## config.mk

```make
export PLATFORM = sky130hd
export DESIGN_NAME = trace_dump_ctrl
export DESIGN_NICKNAME = d
export VERILOG_FILES = /design/src/rtl/trace_dump_pkg.sv /design/src/rtl/trace_dump_tx_slot.sv /design/src/rtl/trace_dump_ctrl.sv
export SDC_FILE = /design/constraint.sdc
export NUM_CORES = 1
export LEC_CHECK = 0
export CORE_AREA = 8 8 90 92
export CTS_CLUSTER_SIZE = 14
export DETAILED_ROUTE_END_ITERATION = 16
export DIE_AREA = 0 0 98 100
export PLACE_DENSITY = 0.84
export SYNTH_ARGS = -nofsm -noshare
export SYNTH_HDL_FRONTEND = slang
export SYNTH_SLANG_ARGS = --single-unit
```

## constraint.sdc

```tcl
create_clock -name clock -period 3.08 [get_ports clock]
set_input_delay 0.616 -clock clock [delete_from_list [all_inputs] [get_ports clock]]
set_output_delay 0.616 -clock clock [all_outputs]
set_load 0.01 [all_outputs]
```

## src/rtl/trace_dump_pkg.sv

```systemverilog
// -----------------------------------------------------------------------------
// trace_dump_pkg
// Shared constants and types for the trace dump command engine.
//   - Command / response byte codes seen on the UART FIFO interface.
//   - FSM state encoding used by trace_dump_ctrl.
//   - len_to_cnt(): maps the LEN command byte to the 9-bit byte count.
// Configuration macro: DUMP_CHECKSUM_EN (adds the ST_SEND_SUM state).
// -----------------------------------------------------------------------------
package trace_dump_pkg;

    localparam logic [7:0] CMD_DUMP = 8'h44;  // 'D'
    localparam logic [7:0] CMD_PING = 8'h50;  // 'P'
    localparam logic [7:0] RSP_ACK  = 8'h41;  // 'A'
    localparam logic [7:0] RSP_PONG = 8'h4B;  // 'K'
    localparam logic [7:0] RSP_NAK  = 8'h3F;  // '?'

    typedef enum logic [3:0] {
        ST_IDLE      = 4'd0,
        ST_GET_AH    = 4'd1,
        ST_GET_AL    = 4'd2,
        ST_GET_LEN   = 4'd3,
        ST_SEND_ACK  = 4'd4,
        ST_MEM_REQ   = 4'd5,
        ST_MEM_WAIT  = 4'd6,
        ST_SEND_DATA = 4'd7,
        ST_SEND_PONG = 4'd8,
        ST_SEND_NAK  = 4'd9
`ifdef DUMP_CHECKSUM_EN
        , ST_SEND_SUM = 4'd10
`endif
    } state_e;

    // LEN byte of zero requests a full 256-byte dump.
    function automatic logic [8:0] len_to_cnt(input logic [7:0] len);
        return (len == 8'h00) ? 9'd256 : {1'b0, len};
    endfunction

endpackage

```

## src/rtl/trace_dump_tx_slot.sv

```systemverilog
// -----------------------------------------------------------------------------
// trace_dump_tx_slot
// One-byte holding register in front of the TX FIFO. The controller loads a
// byte whenever o_ready is high; the byte is pushed with write_enable as soon
// as the FIFO is not full, and held (data stable) while it is full.
// Ports:
//   clock, reset_n   clock / asynchronous active-low reset
//   i_load, i_data   load request and byte from the controller
//   i_fifo_full      TX FIFO full flag
//   o_ready          slot can accept a byte this cycle
//   o_data           byte presented to the TX FIFO
//   o_write_enable   push strobe into the TX FIFO
// -----------------------------------------------------------------------------
module trace_dump_tx_slot (
    input  logic       clock,
    input  logic       reset_n,
    input  logic       i_load,
    input  logic [7:0] i_data,
    input  logic       i_fifo_full,
    output logic       o_ready,
    output logic [7:0] o_data,
    output logic       o_write_enable
);

    logic       r_valid;
    logic [7:0] r_data;
    logic       w_push;

    assign w_push         = r_valid & ~i_fifo_full;
    // A byte leaving this cycle frees the slot for a back-to-back load.
    assign o_ready        = ~r_valid | w_push;
    assign o_data         = r_data;
    assign o_write_enable = w_push;

    always_ff @(posedge clock or negedge reset_n) begin
        if (!reset_n) begin
            r_valid <= 1'b0;
            r_data  <= 8'h00;
        end else if (i_load) begin
            r_valid <= 1'b1;
            r_data  <= i_data;
        end else if (w_push) begin
            r_valid <= 1'b0;
        end
    end

endmodule

```

## src/rtl/trace_dump_ctrl.sv

```systemverilog
// -----------------------------------------------------------------------------
// trace_dump_ctrl
// Host command engine between the UART FIFOs and the trace RAM read port.
// Pops command bytes from the RX FIFO, reads trace bytes from memory and pushes
// replies into the TX FIFO:
//   'D' AH AL LEN -> 'A' + LEN data bytes (LEN=0 -> 256) [+ checksum]
//   'P'           -> 'K'
//   other         -> '?' with a cmd_error pulse
// Ports:
//   clock, reset_n                 clock / asynchronous active-low reset
//   rx_data, rx_data_ready         show-ahead RX FIFO head and not-empty
//   read_enable                    RX FIFO pop strobe
//   tx_data, write_enable          TX FIFO data and push strobe
//   tx_fifo_full                   TX FIFO full flag
//   mem_addr, mem_rd, mem_data     trace memory read port (1-cycle latency)
//   busy                           FSM not idle
//   cmd_error                      pulse on unknown command or header timeout
// Configuration macro: DUMP_CHECKSUM_EN appends the mod-256 sum of the data
// bytes after the last data byte.
// -----------------------------------------------------------------------------
module trace_dump_ctrl
    import trace_dump_pkg::*;
#(
    parameter int ADDR_W      = 16,
    parameter int TIMEOUT_CYC = 83320
) (
    input  logic              clock,
    input  logic              reset_n,
    input  logic [7:0]        rx_data,
    input  logic              rx_data_ready,
    output logic              read_enable,
    output logic [7:0]        tx_data,
    output logic              write_enable,
    input  logic              tx_fifo_full,
    output logic [ADDR_W-1:0] mem_addr,
    output logic              mem_rd,
    input  logic [7:0]        mem_data,
    output logic              busy,
    output logic              cmd_error
);

    localparam int               TMO_W    = $clog2(TIMEOUT_CYC + 1);
    localparam logic [TMO_W-1:0] TMO_LAST = TMO_W'(TIMEOUT_CYC - 1);

    state_e            r_state;
    logic              r_active;
    logic              r_popped;
    logic              r_cmd_error;
    logic [TMO_W-1:0]  r_tmo;
    logic [7:0]        r_ah;
    logic [7:0]        r_mem_byte;
    logic [ADDR_W-1:0] r_addr;
    logic [8:0]        r_cnt;
`ifdef DUMP_CHECKSUM_EN
    logic [7:0]        r_sum;
`endif

    logic              w_rx_state;
    logic              w_get_state;
    logic              w_pop;
    logic              w_tmo_hit;
    logic              w_slot_ready;
    logic              w_load;
    logic [7:0]        w_load_data;
    logic [15:0]       w_cmd_addr;

    assign w_get_state = (r_state == ST_GET_AH) || (r_state == ST_GET_AL) ||
                         (r_state == ST_GET_LEN);
    assign w_rx_state  = w_get_state || (r_state == ST_IDLE);
    // r_active keeps read_enable low until the cycle after reset release;
    // r_popped enforces one idle cycle between consecutive pops.
    assign w_pop       = r_active & w_rx_state & rx_data_ready & ~r_popped;
    assign w_tmo_hit   = (r_tmo == TMO_LAST);
    assign w_cmd_addr  = {r_ah, rx_data};

    assign read_enable = w_pop;
    assign mem_addr    = r_addr;
    assign mem_rd      = (r_state == ST_MEM_REQ);
    assign busy        = (r_state != ST_IDLE);
    assign cmd_error   = r_cmd_error;

    // Byte offered to the TX slot by each sending state.
    always_comb begin
        w_load      = 1'b0;
        w_load_data = 8'h00;
        case (r_state)
            ST_SEND_ACK:  begin w_load = w_slot_ready; w_load_data = RSP_ACK;    end
            ST_SEND_DATA: begin w_load = w_slot_ready; w_load_data = r_mem_byte; end
            ST_SEND_PONG: begin w_load = w_slot_ready; w_load_data = RSP_PONG;   end
            ST_SEND_NAK:  begin w_load = w_slot_ready; w_load_data = RSP_NAK;    end
`ifdef DUMP_CHECKSUM_EN
            ST_SEND_SUM:  begin w_load = w_slot_ready; w_load_data = r_sum;      end
`endif
            default: ;
        endcase
    end

    always_ff @(posedge clock or negedge reset_n) begin
        if (!reset_n) begin
            r_state     <= ST_IDLE;
            r_active    <= 1'b0;
            r_popped    <= 1'b0;
            r_cmd_error <= 1'b0;
            r_tmo       <= '0;
            r_ah        <= 8'h00;
            r_mem_byte  <= 8'h00;
            r_addr      <= '0;
            r_cnt       <= 9'd0;
`ifdef DUMP_CHECKSUM_EN
            r_sum       <= 8'h00;
`endif
        end else begin
            r_active    <= 1'b1;
            r_popped    <= w_pop;
            r_cmd_error <= 1'b0;

            // Header timeout: reloads on every popped byte, counts otherwise.
            if (w_pop) begin
                r_tmo <= '0;
            end else if (w_get_state) begin
                if (w_tmo_hit) begin
                    r_state     <= ST_IDLE;
                    r_cmd_error <= 1'b1;
                end else begin
                    r_tmo <= r_tmo + 1'b1;
                end
            end

            case (r_state)
                ST_IDLE: if (w_pop) begin
                    if (rx_data == CMD_DUMP) begin
                        r_state <= ST_GET_AH;
                    end else if (rx_data == CMD_PING) begin
                        r_state <= ST_SEND_PONG;
                    end else begin
                        r_state     <= ST_SEND_NAK;
                        r_cmd_error <= 1'b1;
                    end
                end
                ST_GET_AH: if (w_pop) begin
                    r_ah    <= rx_data;
                    r_state <= ST_GET_AL;
                end
                ST_GET_AL: if (w_pop) begin
                    r_addr  <= w_cmd_addr[ADDR_W-1:0];
                    r_state <= ST_GET_LEN;
                end
                ST_GET_LEN: if (w_pop) begin
                    r_cnt   <= len_to_cnt(rx_data);
`ifdef DUMP_CHECKSUM_EN
                    r_sum   <= 8'h00;
`endif
                    r_state <= ST_SEND_ACK;
                end
                ST_SEND_ACK: if (w_load) r_state <= ST_MEM_REQ;
                ST_MEM_REQ:  r_state <= ST_MEM_WAIT;
                ST_MEM_WAIT: begin
                    r_mem_byte <= mem_data;
                    r_state    <= ST_SEND_DATA;
                end
                ST_SEND_DATA: if (w_load) begin
                    r_addr <= r_addr + ADDR_W'(1);
                    r_cnt  <= r_cnt - 9'd1;
`ifdef DUMP_CHECKSUM_EN
                    r_sum  <= r_sum + r_mem_byte;
                    r_state <= (r_cnt == 9'd1) ? ST_SEND_SUM : ST_MEM_REQ;
`else
                    r_state <= (r_cnt == 9'd1) ? ST_IDLE : ST_MEM_REQ;
`endif
                end
`ifdef DUMP_CHECKSUM_EN
                ST_SEND_SUM:  if (w_load) r_state <= ST_IDLE;
`endif
                ST_SEND_PONG: if (w_load) r_state <= ST_IDLE;
                ST_SEND_NAK:  if (w_load) r_state <= ST_IDLE;
                default:      r_state <= ST_IDLE;
            endcase
        end
    end

    trace_dump_tx_slot u_tx_slot (
        .clock          (clock),
        .reset_n        (reset_n),
        .i_load         (w_load),
        .i_data         (w_load_data),
        .i_fifo_full    (tx_fifo_full),
        .o_ready        (w_slot_ready),
        .o_data         (tx_data),
        .o_write_enable (write_enable)
    );

endmodule

```

# == Word-level counts from Yosys, hierarchy flattened ==
# Index checks and enable logic that the tools add are counted.
# Widths: inputs -> output; s select.
# totals
input_bits,20
mem_count,0
mem_bits_rw,0
latchBits,0
wordCells,90
out_inout_bits,29
reg_bits,74
romBits,0
# op_classes
order_cmp,0
multipliers,0
n_bitwise,8
mux,35
n_shift,0
n_reduce_logical,16
add_sub_neg,3
div,0
eq_ne,17
# op_table
cell,n
$mux 17,3
$mux 4,11
$pmux 4 s9,1
$mux 16,2
$pmux 16 s2,1
$pmux 8 s4,1
$mux 9,3
$pmux 9 s2,1
$add 17x1->17 const B,1
$eq 17x17->1 const B,1
$add 16x1->16 const B,1
$eq 4x3->1 const B,4
$eq 8x7->1 const B,2
$mux 1,11
$eq 9x1->1 const B,1
$sub 9x1->9 const B,1
$eq 4x2->1 const B,2
$eq 4x4->1 const B,2
$logic_not 8->1,1
$reduce_bool 2->1,4
$ne 2x2->1 const B,3
$reduce_and 3->1,2
$and 1x1->1,4
$eq 4x1->1 const B,1
other kinds (10),15

# == Depth between registers and ports, before layout ==
# Gate-level depths: netlist of run 1.
# logic_depth
word_depth,12
depth_mapped,8
ltp_nobuf,7

# == Cells and area by module ==
# From an unflattened synthesis of run 1, not the netlist that was laid out.
# unflattened
cells_unflattened,420
area_unflattened_um2,4075.2
# modules_own_cells
mod,area_each_um2,n_inst,seq_area_each_um2,cells_each
trace_dump_ctrl,3699.8,1,1626.6,399
trace_dump_tx_slot,375.4,1,225.2,21

# == Worst setup path after synthesis of run 1 ==
# No wires, ideal clock.
# synth_timing
kind,input port to output port
startpoint,input port rx_data_ready
endpoint,output port read_enable
arrival_ps,1538
path_slack_ps,926
required_ps,2464
path_stages,5
path_buffers,2
cell_sequence,and3b_1 -> nand2_1 -> inv_1 -> buf_2 -> clkbuf_1
# synth_via
elab_chain_cells,2
# synth_lines
element,line_no,text
"start, declared",trace_dump_ctrl.sv:30,"input logic rx_data_ready,"
$and 1x1->1 (2 in series),trace_dump_ctrl.sv:72,assign w_pop = r_active & w_rx_state & rx_data_ready & ~r_popped;
"end, declared",trace_dump_ctrl.sv:31,"output logic read_enable,"
# No other way between the ends.

# == Worst setup path in the final report of run 1 ==
# Same ends and word-level chain as after synthesis.

==> metrics, run 1 <==
run status=finished clean; final net count=496; # diodes=0; Residual DRC=0; vias per inst=6.25; f_max=0.369 GHz; initial antenna violation count=0; worst vdd ir=0.577 mV; H-tree depth reported by CTS=3; GPL Wtd Cong=0.895; Synth area leaders=dfrtp_1 47%, a21oi_1 5.2%, mux2_2 4.3%; critical path class=in -> out; Seq. cell area=1850 sq um; CTS Root Cell=clkbuf_8; Final TNS setup=0 ps; Rel. slew slack=39.2%; CP startpoint kind=input port; hold crit path type=in -> async; total clock sinks=74; number of DRC markers after the initial detailed-route iteration=179; Post-synth EDFFs=0; setup bufs post-CTS=0; gr usage total=20.2%; Leakage=1.91 nW; Core Area=6640 sq um; wire length of the first global-routing pass=16200 um; final hold violation count=0; Post-Syn Instances=425; Post-synth top cells=74 x dfrtp_1, 43 x nor2_1, 41 x a21oi_1, 40 x nand2_1, 32 x o21ai_0; IO Count=49; remaining global-route overflow=0; yosys synthesis warning count=0; Slew @ Worst Pin=911 ps; WP data arrival=2090 ps; pwr/cell area=856 nW/um^2; Reg clk slew, reported paths=70 ps; syn_area_per_cell=9.25 sq um; largest net degree at the start of global routing=75; Worst setup EP type=output port; CTS tree=yes; Post-CTS Resized=0; first drt pass iteration count=4; fin crit period=2710 ps; initial core utilization=59.2%; required time worst endpoint=2460 ps; Total Routed Length=9710 um; hold buffers post-CTS=0; number of port buffers=48; most frequent cell after synthesis=dfrtp_1; Max FO, Critical Path=5; Yosys top cell by area=dfrtp_1; Clock Skews=8.59 ps; HPWL Detailed=6710 um; register area share after synthesis=47.1%; Syn Nets=449; Final period util=87.9%; Max Transition Viols Final=0; Synth top area share=47.1%; FF+latch count, synth=74; share of cells above drive strength 1=10.5%; RSZ-0062 raised after global routing=no; Die W=98 um; P&R area growth vs syn=17.5%; synthesized cell area=3930 sq um; vias in the first global route=3352; area taken by multi-input logic gates=1930 sq um; die area=9800 sq um; CTS max path bufs=2; later-pin clock latency in the skew report=350 ps; WHS=395 ps; total CTS buffers=9; final setup fails=0; Yosys cell types=58; die height=100 um; WL/cell=17.5 um; asr flop ratio synth=100%; Row Count=30; # fillers=530; Vias=3474; Top FF cell, synth=dfrtp_1; max cap viols=0; Detail Route Antenna Nets=0
-- metal layers --
| metal | vias up | track usage (%) | routed length (um) |
|---|---|---|---|
| li1 | 1620 | - | - |
| met1 | 1705 | 25.3 | 4190 |
| met2 | 132 | 32.8 | 4760 |
| met3 | 17 | 4.22 | 561 |
| met4 | 0 | 9.71 | 197 |
| met5 | - | 0 | 0 |
-- area by class of cell --
class,instances,area share [%]
Multi-Input combinational cell,322,41.8
Sequential cell,74,40.1
Timing Repair Buffer,54,11.3
Clock buffer,12,3.36
Tap cell,80,2.17
Inverter,11,0.894
Clock inverter,3,0.325
-- worst max-delay path, stage by stage --
cell	delay [ps]
clkdlybuf4s50_1	470
and3b_1	220
nand2_1	140
inv_1	110
clkdlybuf4s50_1	540
-- sequential cells by signal (all words and copies together) (netlist names) --
name / count
cmd_error: 1
mem_addr: 16
r_ah: 8
r_state: 4
u_tx_slot.o_data: 8
r_cnt: 9
r_active: 1
u_tx_slot.r_valid: 1
r_tmo: 17
r_mem_byte: 8
r_popped: 1
-- cells in the final DEF, fill, tap and decap left out, types with 3 or more instances in the layout --
cell	netlist	routed
nand2b_1	4	4
clkbuf_8	0	11
nor2_1	43	42
clkdlybuf4s50_1	0	47
and3_1	9	9
a21o_1	3	3
nand3_1	20	20
nand4_1	8	8
o21ai_0	32	32
clkinv_2	0	3
nor4_1	4	4
a21oi_1	41	41
nand2_1	40	40
a2bb2oi_1	4	4
o211ai_1	3	3
nor2b_1	3	3
and2_1	3	3
mux2_2	15	15
o22ai_1	9	9
or3_1	5	5
dfrtp_1	74	74
a31oi_1	6	6
inv_1	11	11
xnor2_1	11	11
nor3_1	15	15
ha_1	4	4
buf_4	5	7
-- logic make-up (layout without fill, tap and decap cells) --
family | after synthesis | count (layout) | share of synthesized area, %
mux | 16 | 16 | 4.55
fa+ha+maj | 4 | 4 | 1.27
xor+xnor | 13 | 13 | 2.90
flops | 74 | 74 | 47.1
simple gates | 167 | 167 | 20.9
other cells | 1 | 1 | 0.0954
compound gates | 121 | 121 | 19.3
buf+inv | 29 | 80 | 3.82
-- report_power, final --
group	total (mW)	internal [mW]	switching [mW]
Clock	0.671	0.328	0.343
Combinational	1.58	0.787	0.797
Sequential	1.70	1.32	0.382
-- through the flow --
step | setup slack, ps | power [mW] | utilization, % | instances | area [sq um]
after floorplan | 926 | 2.62 | - | 425 | 3930
after CTS | 370 | 3.96 | 69.5 | 556 | 4620
final | 373 | 3.95 | 69.5 | 556 | 4620
after detailed placement | 347 | 3.29 | 66.9 | 541 | 4450
after global placement | 390 | 3.20 | 66.9 | 541 | 4450
after global routing | 272 | 4.23 | 69.5 | 556 | 4620
-- path summary, 6_finish.rpt --
kind | cells after the start | to | slack (ps) | startpoint
max | 5 | read_enable | 370 | rx_data_ready
min | 1 | r_cnt[2] | 400 | reset_n
max reg2reg | 5 | mem_addr[0] | 930 | r_state[0]
min reg2reg | 2 | r_ah[2] | 510 | r_ah[2]
max in group asynchronous | 1 | r_ah[5] | 2090 | reset_n
min in group clock | 2 | r_ah[2] | 510 | r_ah[2]
(Power assumes the default switching activity.)
==> run 2, diff against run 1 <==
--- a/config.mk
+++ b/config.mk
@@ -5,11 +5,12 @@
 export SDC_FILE = /design/constraint.sdc
 export NUM_CORES = 1
 export LEC_CHECK = 0
-export CORE_AREA = 8 8 90 92
+export CORE_AREA = 8 8 92 94
 export CTS_CLUSTER_SIZE = 14
 export DETAILED_ROUTE_END_ITERATION = 16
-export DIE_AREA = 0 0 98 100
-export PLACE_DENSITY = 0.84
+export DIE_AREA = 0 0 100 102
+export PLACE_DENSITY = 0.83
 export SYNTH_ARGS = -nofsm -noshare
 export SYNTH_HDL_FRONTEND = slang
+export SYNTH_HIERARCHICAL = 1
 export SYNTH_SLANG_ARGS = --single-unit
==> run 2 against run 1 <==
  * Die area is 4.1% higher
  * Total power grew 12%
  * Critical path depth shrank 2
  * Sequential cell count unchanged
  * Clock power rose by 12%
  * Area after synthesis grew 3.7%
  * Via count grew 2.2%
  * Sequential share of layout area shrank 1.8 points
  * Register-to-register slack got worse by 90 ps
  * Utilization decreased by 1.0 points
  * Largest cell class unchanged
==> metrics, run 2 <==
run status=finished clean; P&R area growth vs syn=18.6%; gr usage total=20.3%; IO Count=49; Clock Skews=10.6 ps; most frequent cells in the layout=74 x dfrtp_1, 47 x clkdlybuf4s50_1, 36 x a21oi_1; Slew @ Worst Pin=686 ps; Reg clk slew, reported paths=70 ps; f_max=0.372 GHz; Worst R2R Start=r_state[2]; critical path class=reg -> out; pwr/cell area=917 nW/um^2; syn_area_per_cell=9.70 sq um; non-filler cells, final=568; Seq. cell area=1850 sq um; Synth top area share=45.4%; number of DRC markers after the initial detailed-route iteration=217; Max FO, Critical Path=13; net switching fraction of the power=39.0%; yosys synthesis warning count=6; asr flop ratio synth=100%; RR Endpoint=u_tx_slot/o_data[5]; Post-synth EDFFs=0; worst vdd ir=0.474 mV; H-tree depth reported by CTS=3; Total Routed Length=9950 um; Synth area leaders=dfrtp_1 45%, mux2_2 4.7%, a21oi_1 4.4%; first drt pass iteration count=7; CTS max path bufs=2; largest net degree at the start of global routing=50; # diodes=0; Leakage=1.99 nW; WL/cell=17.5 um; # fillers=565; Row Count=31; total CTS buffers=9; final hold violation count=0; hold crit path type=in -> async; final core occ=68.5%; Max Transition Viols Final=0; wire length of the first global-routing pass=16600 um; worst r2r path cells=5; HPWL Detailed=6890 um; vias per inst=6.25; initial antenna violation count=0; Clk pwr share=16.9%; Internal=2.71 mW; Final period util=87.2%; register area share after synthesis=45.4%; Post-synth top cells=74 x dfrtp_1, 36 x a21oi_1, 34 x nand2_1, 25 x nor2_1, 23 x o21ai_0; most frequent cell after synthesis=dfrtp_1; final setup fails=0; Post-Syn Instances=420; Die W=100 um; remaining global-route overflow=0; FF+latch count, synth=74; final net count=489; required time worst endpoint=2460 ps; CP startpoint kind=register; number of port buffers=48; Post-CTS Resized=0; Final TNS setup=0 ps; setup slack, reg-to-reg=840 ps; Largest register FFs=17; Yosys cell types=59; Worst setup EP type=output port; part of the power in registers=39.7%; RSZ-0062 raised after global routing=no; most common cell after layout, fill and taps aside=dfrtp_1; fin crit period=2690 ps; Detail Route Antenna Nets=0; max cap viols=0; synthesized cell area=4080 sq um; Top FF cell, synth=dfrtp_1; WP data arrival=2070 ps; later-pin clock latency in the skew report=350 ps; dpl cells=553; Syn Nets=444; die height=102 um; WHS=225 ps; Rel. slew slack=54.2%; initial core utilization=57.7%; die area=10200 sq um; combinational power share=43.4%; share of cells above drive strength 1=12.4%; Residual DRC=0; area taken by multi-input logic gates=2080 sq um; CTS tree=yes; vias in the first global route=3572; largest reg by FF count=r_tmo; CTS Root Cell=clkbuf_8; Vias=3552; setup bufs post-CTS=0; switching power=1.73 mW; GPL Wtd Cong=0.849; Core Area=7060 sq um; hold buffers post-CTS=0; total clock sinks=74; Yosys top cell by area=dfrtp_1
[run 2: changes by cell type after synthesis, sizes merged, moves of 8 or more]
cell,delta
nor2,-20
clkbuf,+12
o21ai,-11
mux2,+10
and4,+8
[run 2: worst max path at each step]
stage                       end     startpoint  cells past startpoint  slack [ps]
floorplan           read_enable  rx_data_ready                      4        1140
global placement    read_enable  rx_data_ready                      5         510
detailed placement  read_enable  rx_data_ready                      5         500
CTS                      mem_rd     r_state[2]                      3         390
global route             mem_rd     r_state[2]                      3         290
finish                   mem_rd     r_state[2]                      3         390
[run 2: power by group through the flow]
stage	sequential (mW)	clock (mW)	combinational, mW
floorplan	1.68	0	1.26
global placement	1.75	0	1.85
detailed placement	1.77	0	1.91
CTS	1.75	0.762	1.93
global route	1.83	0.808	2.10
finish	1.76	0.750	1.92
[run 2: stage by stage]
step | cell area, sq um | worst slack (ps) | total power, mW
after floorplan | 4080 | 1140 | 2.94
after global placement | 4640 | 509 | 3.60
after detailed placement | 4640 | 499 | 3.68
after CTS | 4830 | 395 | 4.44
after global routing | 4830 | 286 | 4.74
final | 4830 | 393 | 4.43
[run 2: logic make-up after synthesis]
logic type                 share of synthesized area, %
adders and majority gates                          1.23
AOI/OAI and AO/OA                                  18.6
DFF                                                45.4
xor gates and xnor gates                           1.29
muxes                                              8.87
and+or+nand+nor                                    21.1
buffers and inverters                              3.41
other                                            0.0920
[run 2: layout make-up]
class | count | area share [%]
Tap cell | 99 | 2.56
Clock buffer | 10 | 2.85
Inverter | 10 | 0.777
Multi-Input combinational cell | 313 | 43.1
Sequential cell | 74 | 38.3
Timing Repair Buffer | 57 | 11.2
Clock inverter | 5 | 1.14
[run 2: critical path, stage by stage, from the launching register on]
cell             delay [ps]
dfrtp_1                 570
nor2b_1                 400
and3_1                  220
clkdlybuf4s50_1         540
[run 2: metal layers]
layer  up-vias  GRT usage [%]  part of all wire, %
met3        18           4.63                  5.4
met4         0           8.72                  1.7
met2       132           33.2                   50
met1      1734           25.1                   43
met5         -              0                    0
li1       1668              -                    -
